===== config.mk =====
export PLATFORM = sky130hd
export DESIGN_NAME = pcie_rx
export DESIGN_NICKNAME = d
export VERILOG_FILES = /design/src/rtl/pcie_rx.sv
export SDC_FILE = /design/constraint.sdc
export NUM_CORES = 1
export LEC_CHECK = 0
export CAP_MARGIN = 30
export CORE_UTILIZATION = 50
export CTS_CLUSTER_DIAMETER = 100
export CTS_CLUSTER_SIZE = 28
export DETAILED_ROUTE_END_ITERATION = 10
export PLACE_DENSITY = 0.87
export SETUP_SLACK_MARGIN = 0.4
export SLEW_MARGIN = 30
export SYNTH_ARGS = -nofsm -noshare
export SYNTH_HDL_FRONTEND = slang
export SYNTH_SLANG_ARGS = --single-unit

===== constraint.sdc =====
create_clock -name clock -period 2.95 [get_ports clock]
set_input_delay 0.59 -clock clock [delete_from_list [all_inputs] [get_ports clock]]
set_output_delay 0.59 -clock clock [all_outputs]
set_load 0.1 [all_outputs]

===== src/rtl/pcie_rx.sv =====
// -----------------------------------------------------------------------------
// pcie_rx
//   Receive-side TLP decoder for the 64-bit AXI4-Stream RX port of the 7-series
//   PCIe core. Host MWr/MRd TLPs to BAR0 become PIO write strobes and PIO read
//   requests. CplD TLPs answering DMA reads become byte-swapped, DW-realigned
//   64-bit words tagged with request tag and qword index. All other TLPs are
//   discarded and counted.
//
// Parameters
//   READ_REQUEST_BYTES  size of every DMA read request; base for cpl_index
//
// Ports
//   clock                in   single clock
//   reset_n              in   asynchronous active-low reset
//   axis_rx_tvalid       in   RX beat valid
//   axis_rx_tdata[63:0]  in   RX beat, DW0 in [31:0], DW1 in [63:32]
//   axis_rx_tlast        in   last beat of TLP
//   axis_rx_tready       out  1 after reset, never backpressures
//   pio_write_valid      out  1-cycle PIO write strobe
//   pio_write_address    out  qword address (TLP addr[15:3])
//   pio_write_data       out  {swap(data1), swap(data0)}
//   pio_read_valid       out  1-cycle PIO read request strobe
//   pio_read_address     out  qword address (TLP addr[15:3])
//   pio_read_rid_tag     out  {requester_id, tag}
//   pio_read_lower_addr  out  TLP addr[6:3]
//   cpl_valid            out  completion data qword valid
//   cpl_data             out  {swap(DW n+1), swap(DW n)}
//   cpl_tag              out  tag of the completion
//   cpl_index            out  qword index within the read request
//   cpl_last             out  last qword of this completion
//   cpl_error            out  1-cycle strobe, completion cut short by tlast
//   unsupported_count    out  saturating count of dropped TLPs
// -----------------------------------------------------------------------------
module pcie_rx #(
   parameter int READ_REQUEST_BYTES = 512
) (
   input  logic        clock,
   input  logic        reset_n,
   input  logic        axis_rx_tvalid,
   input  logic [63:0] axis_rx_tdata,
   input  logic        axis_rx_tlast,
   output logic        axis_rx_tready,
   output logic        pio_write_valid,
   output logic [12:0] pio_write_address,
   output logic [63:0] pio_write_data,
   output logic        pio_read_valid,
   output logic [12:0] pio_read_address,
   output logic [23:0] pio_read_rid_tag,
   output logic [3:0]  pio_read_lower_addr,
   output logic        cpl_valid,
   output logic [63:0] cpl_data,
   output logic [7:0]  cpl_tag,
   output logic [5:0]  cpl_index,
   output logic        cpl_last,
   output logic        cpl_error,
   output logic [7:0]  unsupported_count
);

   typedef enum logic [2:0] {
      S_IDLE,
      S_HDR,
      S_WDATA,
      S_CPL_HDR,
      S_CPL_DATA,
      S_DROP
   } state_t;

   state_t      r_state;
   logic        r_tready;
   logic        r_is_wr;
   logic        r_is_4dw;
   logic        r_len1;
   logic [23:0] r_rid_tag;
   logic [12:0] r_addr;
   logic [31:0] r_wdata0;
   logic [31:0] r_held;
   logic [9:0]  r_rem;
   logic [7:0]  r_tag;
   logic [5:0]  r_index;

   logic        r_pio_write_valid;
   logic [12:0] r_pio_write_address;
   logic [63:0] r_pio_write_data;
   logic        r_pio_read_valid;
   logic [12:0] r_pio_read_address;
   logic [23:0] r_pio_read_rid_tag;
   logic [3:0]  r_pio_read_lower_addr;
   logic        r_cpl_valid;
   logic [63:0] r_cpl_data;
   logic [7:0]  r_cpl_tag;
   logic [5:0]  r_cpl_index;
   logic        r_cpl_last;
   logic        r_cpl_error;
   logic [7:0]  r_unsupported_count;

   function automatic logic [31:0] swap32(input logic [31:0] d);
      return {d[7:0], d[15:8], d[23:16], d[31:24]};
   endfunction

   function automatic logic [7:0] sat_inc(input logic [7:0] c);
      return (c == 8'hFF) ? c : c + 8'd1;
   endfunction

   logic        w_beat;
   logic [31:0] w_dw0;
   logic [31:0] w_dw1;
   logic [6:0]  w_fmt_type;
   logic [9:0]  w_len;
   logic        w_is_mem;
   logic        w_len_ok;
   logic        w_is_cpld;
   logic [5:0]  w_cpl_index;
   logic [12:0] w_hdr_qaddr;

   assign w_beat     = axis_rx_tvalid & r_tready;
   assign w_dw0      = axis_rx_tdata[31:0];
   assign w_dw1      = axis_rx_tdata[63:32];
   assign w_fmt_type = w_dw0[30:24];
   assign w_len      = w_dw0[9:0];
   assign w_is_mem   = (w_fmt_type == 7'h00) || (w_fmt_type == 7'h20) ||
                       (w_fmt_type == 7'h40) || (w_fmt_type == 7'h60);
   assign w_len_ok   = (w_len == 10'd1) || (w_len == 10'd2);
   // CplD accepted only with successful status and an even DW count, so the
   // data always closes on a whole qword.
   assign w_is_cpld  = (w_fmt_type == 7'h4A) && (w_dw1[15:13] == 3'd0) && !w_len[0];
   // Starting qword of this completion within the read request, from the
   // remaining byte count in completion DW1.
   assign w_cpl_index = 6'((32'(READ_REQUEST_BYTES) - {20'd0, w_dw1[11:0]}) >> 3);
   // 3DW header: address is DW2 (low half of beat1); 4DW: address low is DW3.
   assign w_hdr_qaddr = r_is_4dw ? w_dw1[15:3] : w_dw0[15:3];

   always_ff @(posedge clock or negedge reset_n) begin
      if (!reset_n) begin
         r_state               <= S_IDLE;
         r_tready              <= 1'b0;
         r_is_wr               <= 1'b0;
         r_is_4dw              <= 1'b0;
         r_len1                <= 1'b0;
         r_rid_tag             <= '0;
         r_addr                <= '0;
         r_wdata0              <= '0;
         r_held                <= '0;
         r_rem                 <= '0;
         r_tag                 <= '0;
         r_index               <= '0;
         r_pio_write_valid     <= 1'b0;
         r_pio_write_address   <= '0;
         r_pio_write_data      <= '0;
         r_pio_read_valid      <= 1'b0;
         r_pio_read_address    <= '0;
         r_pio_read_rid_tag    <= '0;
         r_pio_read_lower_addr <= '0;
         r_cpl_valid           <= 1'b0;
         r_cpl_data            <= '0;
         r_cpl_tag             <= '0;
         r_cpl_index           <= '0;
         r_cpl_last            <= 1'b0;
         r_cpl_error           <= 1'b0;
         r_unsupported_count   <= '0;
      end else begin
         r_tready          <= 1'b1;
         r_pio_write_valid <= 1'b0;
         r_pio_read_valid  <= 1'b0;
         r_cpl_valid       <= 1'b0;
         r_cpl_last        <= 1'b0;
         r_cpl_error       <= 1'b0;

         if (w_beat) begin
            unique case (r_state)
               S_IDLE: begin
                  if (w_is_mem && w_len_ok) begin
                     if (axis_rx_tlast) begin
                        r_unsupported_count <= sat_inc(r_unsupported_count);
                     end else begin
                        r_is_wr   <= w_fmt_type[6];
                        r_is_4dw  <= w_fmt_type[5];
                        r_len1    <= (w_len == 10'd1);
                        r_rid_tag <= {w_dw1[31:16], w_dw1[15:8]};
                        r_state   <= S_HDR;
                     end
                  end else if (w_is_cpld) begin
                     if (axis_rx_tlast) begin
                        r_unsupported_count <= sat_inc(r_unsupported_count);
                     end else begin
                        r_rem   <= w_len - 10'd1;
                        r_index <= w_cpl_index;
                        r_state <= S_CPL_HDR;
                     end
                  end else begin
                     r_unsupported_count <= sat_inc(r_unsupported_count);
                     r_state <= axis_rx_tlast ? S_IDLE : S_DROP;
                  end
               end

               S_HDR: begin
                  r_addr <= w_hdr_qaddr;
                  if (!r_is_wr) begin
                     r_pio_read_valid      <= 1'b1;
                     r_pio_read_address    <= w_hdr_qaddr;
                     r_pio_read_rid_tag    <= r_rid_tag;
                     r_pio_read_lower_addr <= w_hdr_qaddr[3:0];
                     r_state <= axis_rx_tlast ? S_IDLE : S_DROP;
                  end else if (!r_is_4dw && r_len1) begin
                     // MWr32 of one DW: the data rides in beat1 with the address.
                     r_pio_write_valid   <= 1'b1;
                     r_pio_write_address <= w_hdr_qaddr;
                     r_pio_write_data    <= {32'd0, swap32(w_dw1)};
                     r_state <= axis_rx_tlast ? S_IDLE : S_DROP;
                  end else if (axis_rx_tlast) begin
                     r_unsupported_count <= sat_inc(r_unsupported_count);
                     r_state <= S_IDLE;
                  end else begin
                     r_wdata0 <= w_dw1;
                     r_state  <= S_WDATA;
                  end
               end

               S_WDATA: begin
                  // Every supported write finishes its data in exactly one beat here.
                  r_pio_write_valid   <= 1'b1;
                  r_pio_write_address <= r_addr;
                  if (r_is_4dw) begin
                     r_pio_write_data <= {r_len1 ? 32'd0 : swap32(w_dw1), swap32(w_dw0)};
                  end else begin
                     r_pio_write_data <= {swap32(w_dw0), swap32(r_wdata0)};
                  end
                  r_state <= axis_rx_tlast ? S_IDLE : S_DROP;
               end

               S_CPL_HDR: begin
                  if (axis_rx_tlast) begin
                     r_unsupported_count <= sat_inc(r_unsupported_count);
                     r_state <= S_IDLE;
                  end else begin
                     r_tag   <= w_dw0[15:8];
                     r_held  <= w_dw1;
                     r_state <= S_CPL_DATA;
                  end
               end

               S_CPL_DATA: begin
                  // r_rem counts DWs still to arrive beyond the held one; it is
                  // odd, so 1 means this beat closes the completion.
                  if (axis_rx_tlast && (r_rem > 10'd2)) begin
                     r_cpl_error <= 1'b1;
                     r_state     <= S_IDLE;
                  end else begin
                     r_cpl_valid <= 1'b1;
                     r_cpl_data  <= {swap32(w_dw0), swap32(r_held)};
                     r_cpl_tag   <= r_tag;
                     r_cpl_index <= r_index;
                     r_index     <= r_index + 6'd1;
                     r_held      <= w_dw1;
                     if (r_rem <= 10'd2) begin
                        r_cpl_last <= 1'b1;
                        r_rem      <= '0;
                        r_state    <= axis_rx_tlast ? S_IDLE : S_DROP;
                     end else begin
                        r_rem <= r_rem - 10'd2;
                     end
                  end
               end

               S_DROP: begin
                  if (axis_rx_tlast) r_state <= S_IDLE;
               end

               default: r_state <= S_IDLE;
            endcase
         end
      end
   end

   assign axis_rx_tready      = r_tready;
   assign pio_write_valid     = r_pio_write_valid;
   assign pio_write_address   = r_pio_write_address;
   assign pio_write_data      = r_pio_write_data;
   assign pio_read_valid      = r_pio_read_valid;
   assign pio_read_address    = r_pio_read_address;
   assign pio_read_rid_tag    = r_pio_read_rid_tag;
   assign pio_read_lower_addr = r_pio_read_lower_addr;
   assign cpl_valid           = r_cpl_valid;
   assign cpl_data            = r_cpl_data;
   assign cpl_tag             = r_cpl_tag;
   assign cpl_index           = r_cpl_index;
   assign cpl_last            = r_cpl_last;
   assign cpl_error           = r_cpl_error;
   assign unsupported_count   = r_unsupported_count;

endmodule


==> metrics.txt <==
# TYPE chip_impl_metric gauge
chip_impl_metric{name="fill_cells",unit=""} 2221
chip_impl_metric{name="via_density_per_instance",unit=""} 5.80
chip_impl_metric{name="grt_pass1_vias",unit=""} 11200
chip_impl_metric{name="initial_utilization",unit="%"} 50.7
chip_impl_info{name="hp-class",value="input pin to async pin"} 1
chip_impl_metric{name="yosysSeqAreaShare",unit="%"} 57.9
chip_impl_metric{name="syn_area",unit="sq um"} 14600
chip_impl_metric{name="placedCellCount",unit=""} 1872
chip_impl_metric{name="worstPathArrival",unit="ns"} 2.86
chip_impl_metric{name="setup_slack",unit="ns"} 0.488
chip_impl_metric{name="routedWlPerCell",unit="um"} 21.4
chip_impl_metric{name="fp.dieArea",unit="sq um"} 29800
chip_impl_info{name="tritoncts",value="done"} 1
chip_impl_metric{name="core-area",unit="sq um"} 28700
chip_impl_metric{name="htree_levels",unit=""} 1
chip_impl_metric{name="relSlewSlack",unit="%"} 51.2
chip_impl_metric{name="asyncSetResetFlopFracSynth",unit="%"} 100
chip_impl_metric{name="grt_start_max_net_pins",unit=""} 93
chip_impl_info{name="timing.setup.critical_path_class",value="flip-flop to flip-flop"} 1
chip_impl_metric{name="place.gp.congestion",unit=""} 0.924
chip_impl_metric{name="multi_input_area",unit="sq um"} 5760
chip_impl_metric{name="finalMaxSlewViolations",unit=""} 0
chip_impl_metric{name="post-route-drc-count",unit=""} 0
chip_impl_metric{name="netSwitchingFraction",unit="%"} 47.6
chip_impl_metric{name="p_clk_share",unit="%"} 16.0
chip_impl_metric{name="routed-via-count",unit=""} 11000
chip_impl_metric{name="design.final.nets",unit=""} 1582
chip_impl_metric{name="power.sequential.fraction",unit="%"} 38.6
chip_impl_info{name="setup.worst_path.end_class",value="flip-flop"} 1
chip_impl_metric{name="ys_ff_latch",unit=""} 337
chip_impl_metric{name="met1_track_demand_over_resource",unit="%"} 35.7
chip_impl_metric{name="finalWirelength",unit="um"} 40500
chip_impl_metric{name="synth-warning-count",unit=""} 0
chip_impl_metric{name="clock-sinks",unit=""} 337
chip_impl_metric{name="synth.avg_cell_area",unit="sq um"} 12.0
chip_impl_metric{name="die-height",unit="um"} 173
chip_impl_info{name="r2r-start",value="r_rem[6]$_DFFE_PN0P_"} 1
chip_impl_metric{name="fmax",unit="MHz"} 406
chip_impl_metric{name="placement.io_buffers",unit=""} 277
chip_impl_info{name="startpoint",value="r_rem[6]$_DFFE_PN0P_"} 1
chip_impl_metric{name="worst_clock_skew",unit="ns"} 0.0254
chip_impl_metric{name="ir_drop_worst_vdd",unit="V"} 0.000738
chip_impl_metric{name="power_frac_comb",unit="%"} 45.4
chip_impl_metric{name="cellPowerDensity",unit="nW/um^2"} 880
chip_impl_metric{name="core_rows",unit=""} 62
chip_impl_info{name="grt.busiest_layer",value="met2"} 1
chip_impl_metric{name="maxCapViolCount",unit=""} 0
chip_impl_info{name="synth_ff_type",value="sky130_fd_sc_hd__dfrtp_1"} 1
chip_impl_metric{name="final_setup_violation_count",unit=""} 0
chip_impl_metric{name="synth_edf_count",unit=""} 0
chip_impl_metric{name="power.internal",unit="W"} 0.00841
chip_impl_info{name="unrepaired_setup_endpoints_after_global_routing",value="false"} 1
chip_impl_metric{name="antenna_left",unit=""} 0
chip_impl_metric{name="synthesis.instances",unit=""} 1217
chip_impl_metric{name="detail_route.iter0.violations",unit=""} 788
chip_impl_metric{name="syn_to_final_growth",unit="%"} 25.2
chip_impl_metric{name="final_area",unit="sq um"} 18200
chip_impl_metric{name="cts.reportedPaths.clkPinSlew",unit="ns"} 0.10
chip_impl_metric{name="place_worst_setup_slack",unit="ns"} 0.0762
chip_impl_metric{name="syn_nets",unit=""} 1291
chip_impl_metric{name="worst_skew_pair_latency",unit="ns"} 0.53
chip_impl_metric{name="hold_violations_final",unit=""} 0
chip_impl_metric{name="max_slew.worst_pin.slew",unit="ns"} 0.732
chip_impl_metric{name="critPathMaxFanout",unit=""} 43
chip_impl_info{name="root_buffer",value="sky130_fd_sc_hd__clkbuf_16"} 1
chip_impl_metric{name="drt-pass1-iter-count",unit=""} 6
chip_impl_metric{name="grt_pass1_wl",unit="um"} 64300
chip_impl_metric{name="cts.path.max_buffers",unit=""} 3
chip_impl_metric{name="synth.lib_cells_used.distinct",unit=""} 59
chip_impl_metric{name="setup-tns-final",unit="ns"} 0
chip_impl_metric{name="tritoncts.num_buffers",unit=""} 16
chip_impl_metric{name="global_route.usage.met2",unit="%"} 43.9
chip_impl_metric{name="drive_gt1_share",unit="%"} 33.1
chip_impl_metric{name="area.sequential",unit="sq um"} 8440
chip_impl_metric{name="antenna_found_initial",unit=""} 2
chip_impl_metric{name="fin_cells",unit=""} 1897
chip_impl_metric{name="dp.final_hpwl",unit="um"} 29000
chip_impl_metric{name="timing.critical_path.required",unit="ns"} 3.35
chip_impl_metric{name="use_met3",unit="%"} 5.94
chip_impl_info{name="run_status",value="completed"} 1
chip_impl_metric{name="placement.cell_area",unit="sq um"} 17700
chip_impl_metric{name="cts_hold_buffers",unit=""} 0
chip_impl_metric{name="p_sw",unit="W"} 0.00763
chip_impl_info{name="setup.worst_path.start_class",value="flip-flop"} 1
chip_impl_metric{name="final.min_clock_period",unit="ns"} 2.46
chip_impl_metric{name="power.static_leakage",unit="nW"} 8.76
chip_impl_metric{name="dieWidth",unit="um"} 173
chip_impl_metric{name="grt_overflow",unit=""} 0
chip_impl_metric{name="timing.final.crit_share",unit="%"} 83.4
chip_impl_metric{name="ios",unit=""} 278
chip_impl_metric{name="groute.usage.overall",unit="%"} 27.3
==> synthesized netlist by cell type (18+ instances only) <==
cell	instances	area, sq um
sky130_fd_sc_hd__nand2_1	89	334
sky130_fd_sc_hd__dfrtp_1	337	8430
sky130_fd_sc_hd__o21ai_0	59	295
sky130_fd_sc_hd__a21oi_1	92	460
sky130_fd_sc_hd__buf_2	18	90.1
sky130_fd_sc_hd__mux2_1	33	372
sky130_fd_sc_hd__a22o_1	19	166
sky130_fd_sc_hd__mux2i_1	33	330
sky130_fd_sc_hd__clkbuf_1	51	191
sky130_fd_sc_hd__a22oi_1	19	143
sky130_fd_sc_hd__mux2_2	173	1950
sky130_fd_sc_hd__nor2_1	87	327
==> cells in the final DEF, fill, tap and decap left out, drive strengths merged, types with 13 or more instances in the layout <==
master / instances
dfrtp: 337
buf: 291
mux2: 206
a21oi: 92
nand2: 89
nor2: 87
clkdlybuf4s50: 66
o21ai: 63
mux2i: 33
a22o: 19
a22oi: 19
clkbuf: 19
nor3: 16
nand3: 14
nand2b: 14
a21boi: 13
a211oi: 13
inv: 13
==> stage by stage <==
stage / total power, W / hold slack [ns] / util [%]
floorplan: 0.0117 / 0.294 / -
global placement: 0.0134 / 0.462 / 61.8
detailed placement: 0.0136 / 0.472 / 61.8
CTS: 0.0161 / 0.0364 / 63.4
global route: 0.0166 / 0.0443 / 63.5
finish: 0.0160 / 0.0192 / 63.5
==> flip-flops by register name, indices dropped and copies added, names as in the netlist, 3 cells and up <==
signal	flops
cpl_data	64
cpl_index	6
cpl_tag	8
pio_read_address	13
pio_read_rid_tag	24
pio_write_address	13
pio_write_data	64
r_addr	13
r_held	32
r_index	6
r_rem	10
r_rid_tag	24
r_state	3
r_tag	8
r_wdata0	32
unsupported_count	8
==> timing repair <==
item	in CTS	in global routing
setup buffers	0	2
endpoints found under the setup margin	0	41
resized for setup	0	1
==> power groups by stage <==
| stage | Clock, W | Sequential [W] | Combinational, W |
|---|---|---|---|
| 3_3_place_gp | 0 | 0.00621 | 0.00718 |
| 6_report | 0.00256 | 0.00620 | 0.00728 |
| 5_1_grt | 0.00278 | 0.00632 | 0.00754 |
| 2_1_floorplan | 0 | 0.00999 | 0.00170 |
| 3_5_place_dp | 0 | 0.00628 | 0.00728 |
| 4_1_cts | 0.00263 | 0.00619 | 0.00729 |
==> path summary, 6_finish.rpt <==
path                                               endpoint  slack (ns)  cells past startpoint
max                                cpl_data[39]$_DFFE_PN0P_        0.49                      6
min                                 cpl_data[1]$_DFFE_PN0P_        0.02                      1
max reg2reg                        cpl_data[39]$_DFFE_PN0P_        0.49                      6
min reg2reg                pio_write_address[1]$_DFFE_PN0P_        0.49                      1
max in group asynchronous          cpl_data[22]$_DFFE_PN0P_        2.04                      3
min in group clock         pio_write_address[1]$_DFFE_PN0P_        0.49                      1
==> final cells by class <==
| cell class | instances | share of cell area, % |
|---|---|---|
| repair buffers | 357 | 16.7 |
| clock buffers | 19 | 2.38 |
| diodes | 1 | 0.0137 |
| flip-flops and latches | 337 | 46.3 |
| multi-input cells | 785 | 31.6 |
| clock inverters | 3 | 0.185 |
| well taps | 384 | 2.64 |
| inverters | 11 | 0.227 |
==> cells by family (layout without fill, tap and decap cells) <==
kind of cell,after synthesis,in the layout,synth area share [%]
fa+ha+maj,6,6,0.516
xor+xnor,15,15,0.903
mux,239,239,18.2
buf+inv,95,390,2.86
simple gates,257,257,8.11
other cells,1,2,0.0258
compound gates,267,267,11.4
flops,337,337,57.9
==> metal layers <==
layer  wire length, um  up-vias
li1                  -     4895
met5                13        -
met3              2720       96
met4              1780        2
met1             16700     5579
met2             19300      430
==> critical path, cell delays in order, from the launching register on <==
cell and delay [ns]:
sky130_fd_sc_hd__dfrtp_1 0.48, sky130_fd_sc_hd__nor4_4 0.42, sky130_fd_sc_hd__nand3_1 0.23, sky130_fd_sc_hd__a211oi_4 0.36, sky130_fd_sc_hd__buf_4 0.18, sky130_fd_sc_hd__buf_12 0.23
sky130_fd_sc_hd__mux2_2 0.38
Note: power is estimated with default switching activity, not from simulation.
